`src/rtl/systolic_feeder.sv`:
```
// Front-end sequencer for the weight-stationary systolic array:
// loads weight rows, skews activation vectors, drains with zeros, pulses done.
module systolic_feeder #(
    parameter int DATASIZE    = 8,
    parameter int ARRAYWIDTH  = 4,
    parameter int ARRAYHEIGHT = 4
) (
    input  logic                            clk,
    input  logic                            rst,
    input  logic                            start,
    input  logic                            w_valid,
    output logic                            w_ready,
    input  logic [DATASIZE*ARRAYWIDTH-1:0]  w_data,
    input  logic                            a_valid,
    output logic                            a_ready,
    input  logic [DATASIZE*ARRAYHEIGHT-1:0] a_data,
    input  logic                            a_last,
    output logic                            write_weight_en,
    output logic [DATASIZE*ARRAYWIDTH-1:0]  out_up_weight,
    output logic [DATASIZE*ARRAYHEIGHT-1:0] out_left_act,
    output logic                            busy,
    output logic                            done
);

    localparam int WCW       = (ARRAYHEIGHT > 1) ? $clog2(ARRAYHEIGHT) : 1;
    localparam int DRAIN_LEN = ARRAYHEIGHT + ARRAYWIDTH;
    localparam int DCW       = $clog2(DRAIN_LEN);

    localparam logic [WCW-1:0] W_LAST = WCW'(ARRAYHEIGHT - 1);
    localparam logic [DCW-1:0] D_LAST = DCW'(DRAIN_LEN - 1);

    typedef enum logic [1:0] {
        IDLE,
        LOAD_W,
        STREAM,
        DRAIN
    } state_t;

    state_t                          state_q, state_d;
    logic [WCW-1:0]                  w_cnt_q, w_cnt_d;
    logic [DCW-1:0]                  d_cnt_q, d_cnt_d;
    logic                            wwe_q, wwe_d;
    logic [DATASIZE*ARRAYWIDTH-1:0]  up_q, up_d;
    logic                            done_q, done_d;

    logic w_hs;
    logic a_hs;
    logic shift_en;

    assign w_ready  = (state_q == LOAD_W);
    assign a_ready  = (state_q == STREAM);
    assign busy     = (state_q != IDLE);
    assign shift_en = (state_q == STREAM) || (state_q == DRAIN);

    assign w_hs = w_valid && w_ready;
    assign a_hs = a_valid && a_ready;

    assign write_weight_en = wwe_q;
    assign out_up_weight   = up_q;
    assign done            = done_q;

    always_comb begin
        state_d = state_q;
        w_cnt_d = w_cnt_q;
        d_cnt_d = d_cnt_q;
        wwe_d   = 1'b0;
        up_d    = up_q;
        done_d  = 1'b0;
        unique case (state_q)
            IDLE: begin
                if (start) begin
                    state_d = LOAD_W;
                    w_cnt_d = '0;
                end
            end
            LOAD_W: begin
                if (w_hs) begin
                    wwe_d = 1'b1;
                    up_d  = w_data;
                    if (w_cnt_q == W_LAST) begin
                        state_d = STREAM;
                        w_cnt_d = '0;
                    end else begin
                        w_cnt_d = w_cnt_q + WCW'(1);
                    end
                end
            end
            STREAM: begin
                if (a_hs && a_last) begin
                    state_d = DRAIN;
                    d_cnt_d = D_LAST;
                end
            end
            DRAIN: begin
                // Long enough for the last activation to reach the bottom
                // row and its partial sum to cross every column.
                if (d_cnt_q == '0) begin
                    state_d = IDLE;
                    done_d  = 1'b1;
                end else begin
                    d_cnt_d = d_cnt_q - DCW'(1);
                end
            end
            default: state_d = IDLE;
        endcase
    end

    always_ff @(posedge clk) begin
        if (rst) begin
            state_q <= IDLE;
            w_cnt_q <= '0;
            d_cnt_q <= '0;
            wwe_q   <= 1'b0;
            up_q    <= '0;
            done_q  <= 1'b0;
        end else begin
            state_q <= state_d;
            w_cnt_q <= w_cnt_d;
            d_cnt_q <= d_cnt_d;
            wwe_q   <= wwe_d;
            up_q    <= up_d;
            done_q  <= done_d;
        end
    end

    // Lane i owns i+1 registers so its element lags row 0 by i cycles.
    for (genvar i = 0; i < ARRAYHEIGHT; i++) begin : g_lane
        logic [DATASIZE-1:0] line_q [i+1];
        logic [DATASIZE-1:0] line_d [i+1];

        always_comb begin
            for (int k = 0; k <= i; k++) begin
                line_d[k] = line_q[k];
            end
            if (shift_en) begin
                line_d[0] = a_hs ? a_data[i*DATASIZE +: DATASIZE] : '0;
                for (int k = 1; k <= i; k++) begin
                    line_d[k] = line_q[k-1];
                end
            end
        end

        always_ff @(posedge clk) begin
            if (rst) begin
                for (int k = 0; k <= i; k++) begin
                    line_q[k] <= '0;
                end
            end else begin
                for (int k = 0; k <= i; k++) begin
                    line_q[k] <= line_d[k];
                end
            end
        end

        assign out_left_act[i*DATASIZE +: DATASIZE] = line_q[i];
    end

endmodule

```
`config.mk`:
```
export PLATFORM = sky130hd
export DESIGN_NAME = systolic_feeder
export DESIGN_NICKNAME = d
export VERILOG_FILES = /design/src/rtl/systolic_feeder.sv
export SDC_FILE = /design/constraint.sdc
export NUM_CORES = 1
export LEC_CHECK = 0
export ABC_AREA = 1
export CORE_ASPECT_RATIO = 2
export CORE_UTILIZATION = 47
export DETAILED_ROUTE_END_ITERATION = 16
export GPL_TIMING_DRIVEN = 0
export MAX_ROUTING_LAYER = met4
export PLACE_DENSITY = 0.91
export SLEW_MARGIN = 15
export SYNTH_ARGS = -nofsm -noshare
export SYNTH_HDL_FRONTEND = slang
export SYNTH_SLANG_ARGS = --single-unit
```
`constraint.sdc`:
```
create_clock -name clk -period 1.9 [get_ports clk]
set_input_delay 0.38 -clock clk [delete_from_list [all_inputs] [get_ports clk]]
set_output_delay 0.38 -clock clk [all_outputs]
set_load 0.05 [all_outputs]
```
Word-level counts from Yosys, hierarchy flattened
Memory sizes are Yosys's and may differ from the RTL's.
Cells that the tools add are included.

word-level totals
  register bits = 41
  bits in writable memories = 80
  word-level logic and storage cells = 86
  memories = 4

memory list
  memory            words  bits a word  rd ports  clocked after Yosys merged registers in  write ports  line  text
  g_lane[3].line_q  4      8            4         0                                        4            128   logic [DATASIZE-1:0] line_q [i+1];
  g_lane[2].line_q  3      8            3         0                                        3            128
  g_lane[1].line_q  2      8            2         0                                        2            128
  g_lane[0].line_q  1      8            1         0                                        1            128

operators by class
  add/sub/neg operators = 2
  eq/ne operators = 10
  mux-type cells = 37
  bitwise logic cells = 11
  reductions and logical operators = 16

operators with widths
  operator                                               number
  two-way mux 8 bit                                      15
  two-way mux 32 bit                                     1
  two-way mux 24 bit                                     1
  two-way mux 16 bit                                     1
  two-way mux 2 bit                                      8
  OR 1 bit                                               9
  inequality test 2 x 1 -> 1 bit, second input constant  4
  one-hot mux 2 bit (4 select lines)                     1
  OR reduction 8 bit                                     1
  == test 2 bit, second input constant                   3
  two-way mux 1 bit                                      6
  two-way mux 3 bit                                      2
  one-hot mux 3 bit (2 select lines)                     1
  AND reduction 3 bit                                    2
  nonzero test 2 bit                                     3
  AND reduction 5 bit                                    1
  inequality test 2 bit, second input constant           2
  one-hot mux 2 bit (2 select lines)                     1
  OR reduction 2 bit                                     2
  logical AND 1 bit                                      3
  logical NOT 3 bit                                      1
  subtractor 3 x 1 -> 3 bit, second input constant       1
  adder 2 x 1 -> 2 bit, second input constant            1
  == test 2 x 1 -> 1 bit, second input constant          1
  4 further kinds                                        5

Logic depth before layout (Yosys ltp)
  depth in word-level cells = 5
  depth in mapped cells = 10

Worst setup path before layout
No wires, ideal clock.

  kind = reg2reg
  start = reg state_q[0]
  end = mem g_lane[3].line_q[12][0] (netlist: g_lane[3].line_q[3][0])
  arrival = 1.616 ns
  required time = 1.784 ns
  setup slack = 0.168 ns
  stages on the path, launching flop included = 10
  buffers on the path = 3
  clock period less this slack = 1.732 ns
  cell sequence = dfxtp_1 > inv_1 > ha_1 > buf_6 > nor2_8 > inv_2 > buf_6 > buf_6 > nor2_1 > nor2_1

RTL lines
  element                 line  text
  from (decl)             39    state_t state_q, state_d;
  from (signal assigned)  117   state_q <= state_d;
  to (decl)               128

Final worst setup path
  start = reg state_q[0]
  end = out busy

on the way
  cells in the longest elaborated chain, start to end = 1

RTL lines
  element             line  text
  nonzero test 2 bit  52    assign busy = (state_q != IDLE);
  to (decl)           21    output logic busy,

Every way passes these cells.

==> impl_metrics.yaml <==
sta:
  hold_viol: 0
  clock.fmax_mhz: 545
  max-slew-margin-rel: 0.631
  worst_slew_pin_slew_ns: 0.555
  rsz0062_at_grt: "false"
  layout_min_cycle_time_ns: 1.84
  whs_ns: 0.285
  drv_slew: 0
  worst_slack_ns: 0.0643
  fin_crit_sh: 0.966
  setup_viol_count_final: 0
  fin_skew_ns: 0.00967
clock_network:
  htreeDepth: 4
  cts_buffers: 17
  clk_latency_ns: 0.42
  clk_pin_slew_ns: 0.06
  cts_tree: "done"
  cts.sinks: 121
  cts_buffer_depth: 2
  cts_setup_buffers: 0
  cts_root_buf: "clkbuf_16"
pwr:
  power_frac_comb: 0.403
  clockPowerShare: 0.281
  internal_power_mw: 6.91
  power.density_nw_per_um2: 1780
  p_leak_nw: 2.91
  vdd_drop_max_uv: 1140
  sw_frac_of_total: 0.411
  sequentialPowerShare: 0.316
  p_sw_mw: 4.82
floorplan:
  start_util: 0.486
  dieArea_um2: 10100
  die_h_um: 141
  ioPinCount: 139
  rows: 50
  coreArea_um2: 9380
  die_w_um: 71.7
routing:
  avgViaCountPerCell: 5.22
  drt-wirelength-per-cell_um: 14.8
  drt_pass1_iterations: 6
  route.detailed.drc: 0
  drt-total-wl_mm: 12.7
  vias: 4476
  ant_nets: 0
  drt_iter0_markers: 306
critical_path:
  worstPathMaxFanout: 4
  arrival_ns: 1.46
  cp-start-kind: "register"
  crit_type: "register to primary output"
  cp_num_cells: 4
  required_ns: 1.52
  path_buf_inv: 3
  path_delay_family: "buffers and inverters"
  reg2reg_to: "g_lane[2].line_q[0][9]"
  slowest_delay_ns: 0.38
  worstSetupEndpointType: "primary output"
  reg2reg_depth: 7
  cp-startpoint: "state_q[0]"
  crit_end: "busy"
  path_cells: "inv_1, ha_1, inv_1, buf_2"
  timing.rr.start: "state_q[0]"
  timing.critical_path.mode_cell: "inv_1"
  reg2reg_slack_ns: 0.12
  slowest_stage: "dfxtp_1"
yosys:
  synth.distinct_cells: 16
  syn_inst: 586
  syn_nets: 664
  synth_area_um2: 4560
  avgSynthCellArea_um2: 7.78
  yosys_register_bits: 121
  yosysSeqAreaShare: 0.531
  synth.yosys.warnings: 0
outcome:
  outcome: "completed"
final_layout:
  drive_above_1_share: 0.0995
  fin_cells: 858
  syn_to_final_growth_pct: 44.0
  nNetsFinal: 819
  insertedDiodeCount: 0
placement:
  io_buffers: 136
  dp.cells: 826
  gp_congestion: 0.890
  place_hpwl_mm: 8.91
  post-place-ws_ns: -0.0414
global_route:
  grt_pass1_vias: 4494
  grt_overflow_total: 0
  grt_antenna_before_repair: 0
  grt_pass1_wl_mm: 20.5
  grt_max_degree: 17
  grtUsageTotal: 0.270
run:
  drv_cap: 0
hold_path:
  hp-class: "input pin to register"
  hold_depth: 2
## final cells by class
type | instances | area [um2]
well taps | 104 | 130
inverters | 17 | 63.8
clock inverters | 13 | 170
clock buffers | 19 | 443
repair buffers | 136 | 1260
plain buffers | 56 | 323
multi-input cells | 392 | 1750
fillers | 703 | 2820
flip-flops and latches | 121 | 2420
## how the worst min path moves through the flow
stage / start / to
final: rst / g_lane[1].line_q[0][1]
after floorplan: d_cnt_q[0] / d_cnt_q[0]
after detailed placement: d_cnt_q[0] / d_cnt_q[0]
after global routing: rst / w_cnt_q[1]
after CTS: rst / g_lane[1].line_q[0][1]
after global placement: d_cnt_q[0] / d_cnt_q[0]
## power by group through the flow
| stage | registers, mW | logic, mW | clock network [mW] |
|---|---|---|---|
| finish | 3.70 | 4.73 | 3.30 |
| global route | 3.78 | 5.11 | 3.45 |
| CTS | 3.69 | 4.74 | 3.31 |
| detailed placement | 3.75 | 4.96 | 0 |
| global placement | 3.70 | 4.82 | 0 |
| floorplan | 4.57 | 2.61 | 0 |
## metal layers
metal | wire (um) | part of all wire | vias to the layer above | track usage
met5 | 0 | 0 | - | -
met4 | 544 | 0.043 | 0 | 0.142
met3 | 709 | 0.056 | 48 | 0.0696
met2 | 7080 | 0.56 | 187 | 0.488
met1 | 4400 | 0.35 | 2068 | 0.256
li1 | - | - | 2173 | -
## synthesized netlist by cell type
cell type | instances | area share
nor2_1 | 175 | 0.14
inv_2 | 2 | 0.0016
clkbuf_1 | 17 | 0.014
nand2_1 | 54 | 0.044
buf_2 | 18 | 0.020
ha_1 | 8 | 0.022
nand3_1 | 37 | 0.041
nor2_8 | 1 | 0.0044
buf_4 | 16 | 0.026
a21oi_1 | 36 | 0.039
o21ai_0 | 80 | 0.088
buf_6 | 4 | 0.0099
buf_1 | 1 | 0.00082
inv_1 | 15 | 0.012
dfxtp_1 | 121 | 0.53
o211ai_1 | 1 | 0.0016
## kinds of logic after synthesis
group	after synthesis	share of synthesized area
compound gates	117	0.129
flops	121	0.531
simple gates	267	0.233
fa+ha+maj	8	0.0219
buf+inv	73	0.0848
## metrics by stage
step | TNS (ns) | util | instance area [um2] | power [mW]
after floorplan | 0 | - | 4560 | 7.18
after global placement | -0.0245 | 0.645 | 6050 | 8.52
after detailed placement | -0.0546 | 0.645 | 6050 | 8.70
after CTS | 0 | 0.701 | 6580 | 11.7
after global routing | 0 | 0.700 | 6570 | 12.3
final | 0 | 0.700 | 6570 | 11.7
## cell usage in the layout, fill, tap and decap left out
cell	instances
nor2_1	175
clkinv_2	1
inv_6	2
clkbuf_16	17
buf_1	1
buf_4	16
nor2_8	1
buf_6	4
a21oi_1	36
inv_1	15
dlygate4sd2_1	66
ha_1	8
clkinvlp_4	3
inv_2	2
dfxtp_1	121
bufinv_16	3
o21ai_0	80
buf_2	21
clkbuf_8	1
clkinv_4	4
nand2_1	54
clkdlybuf4s50_1	67
nand3_1	37
o211ai_1	1
clkbuf_1	18
## sequential cells by signal, indices dropped and copies added, names as in the netlist
signal           count
out_up_weight       32
done                 1
g_lane.line_q       80
d_cnt_q              3
state_q              2
w_cnt_q              2
write_weight_en      1
## repair_timing
item / CTS / global route
resized for setup: 79 / 2
setup endpoints to repair: 69 / 2
hold buffers: 0 / 0
pin swaps: 0 / 0
Note: power is estimated with default switching activity, not from simulation.
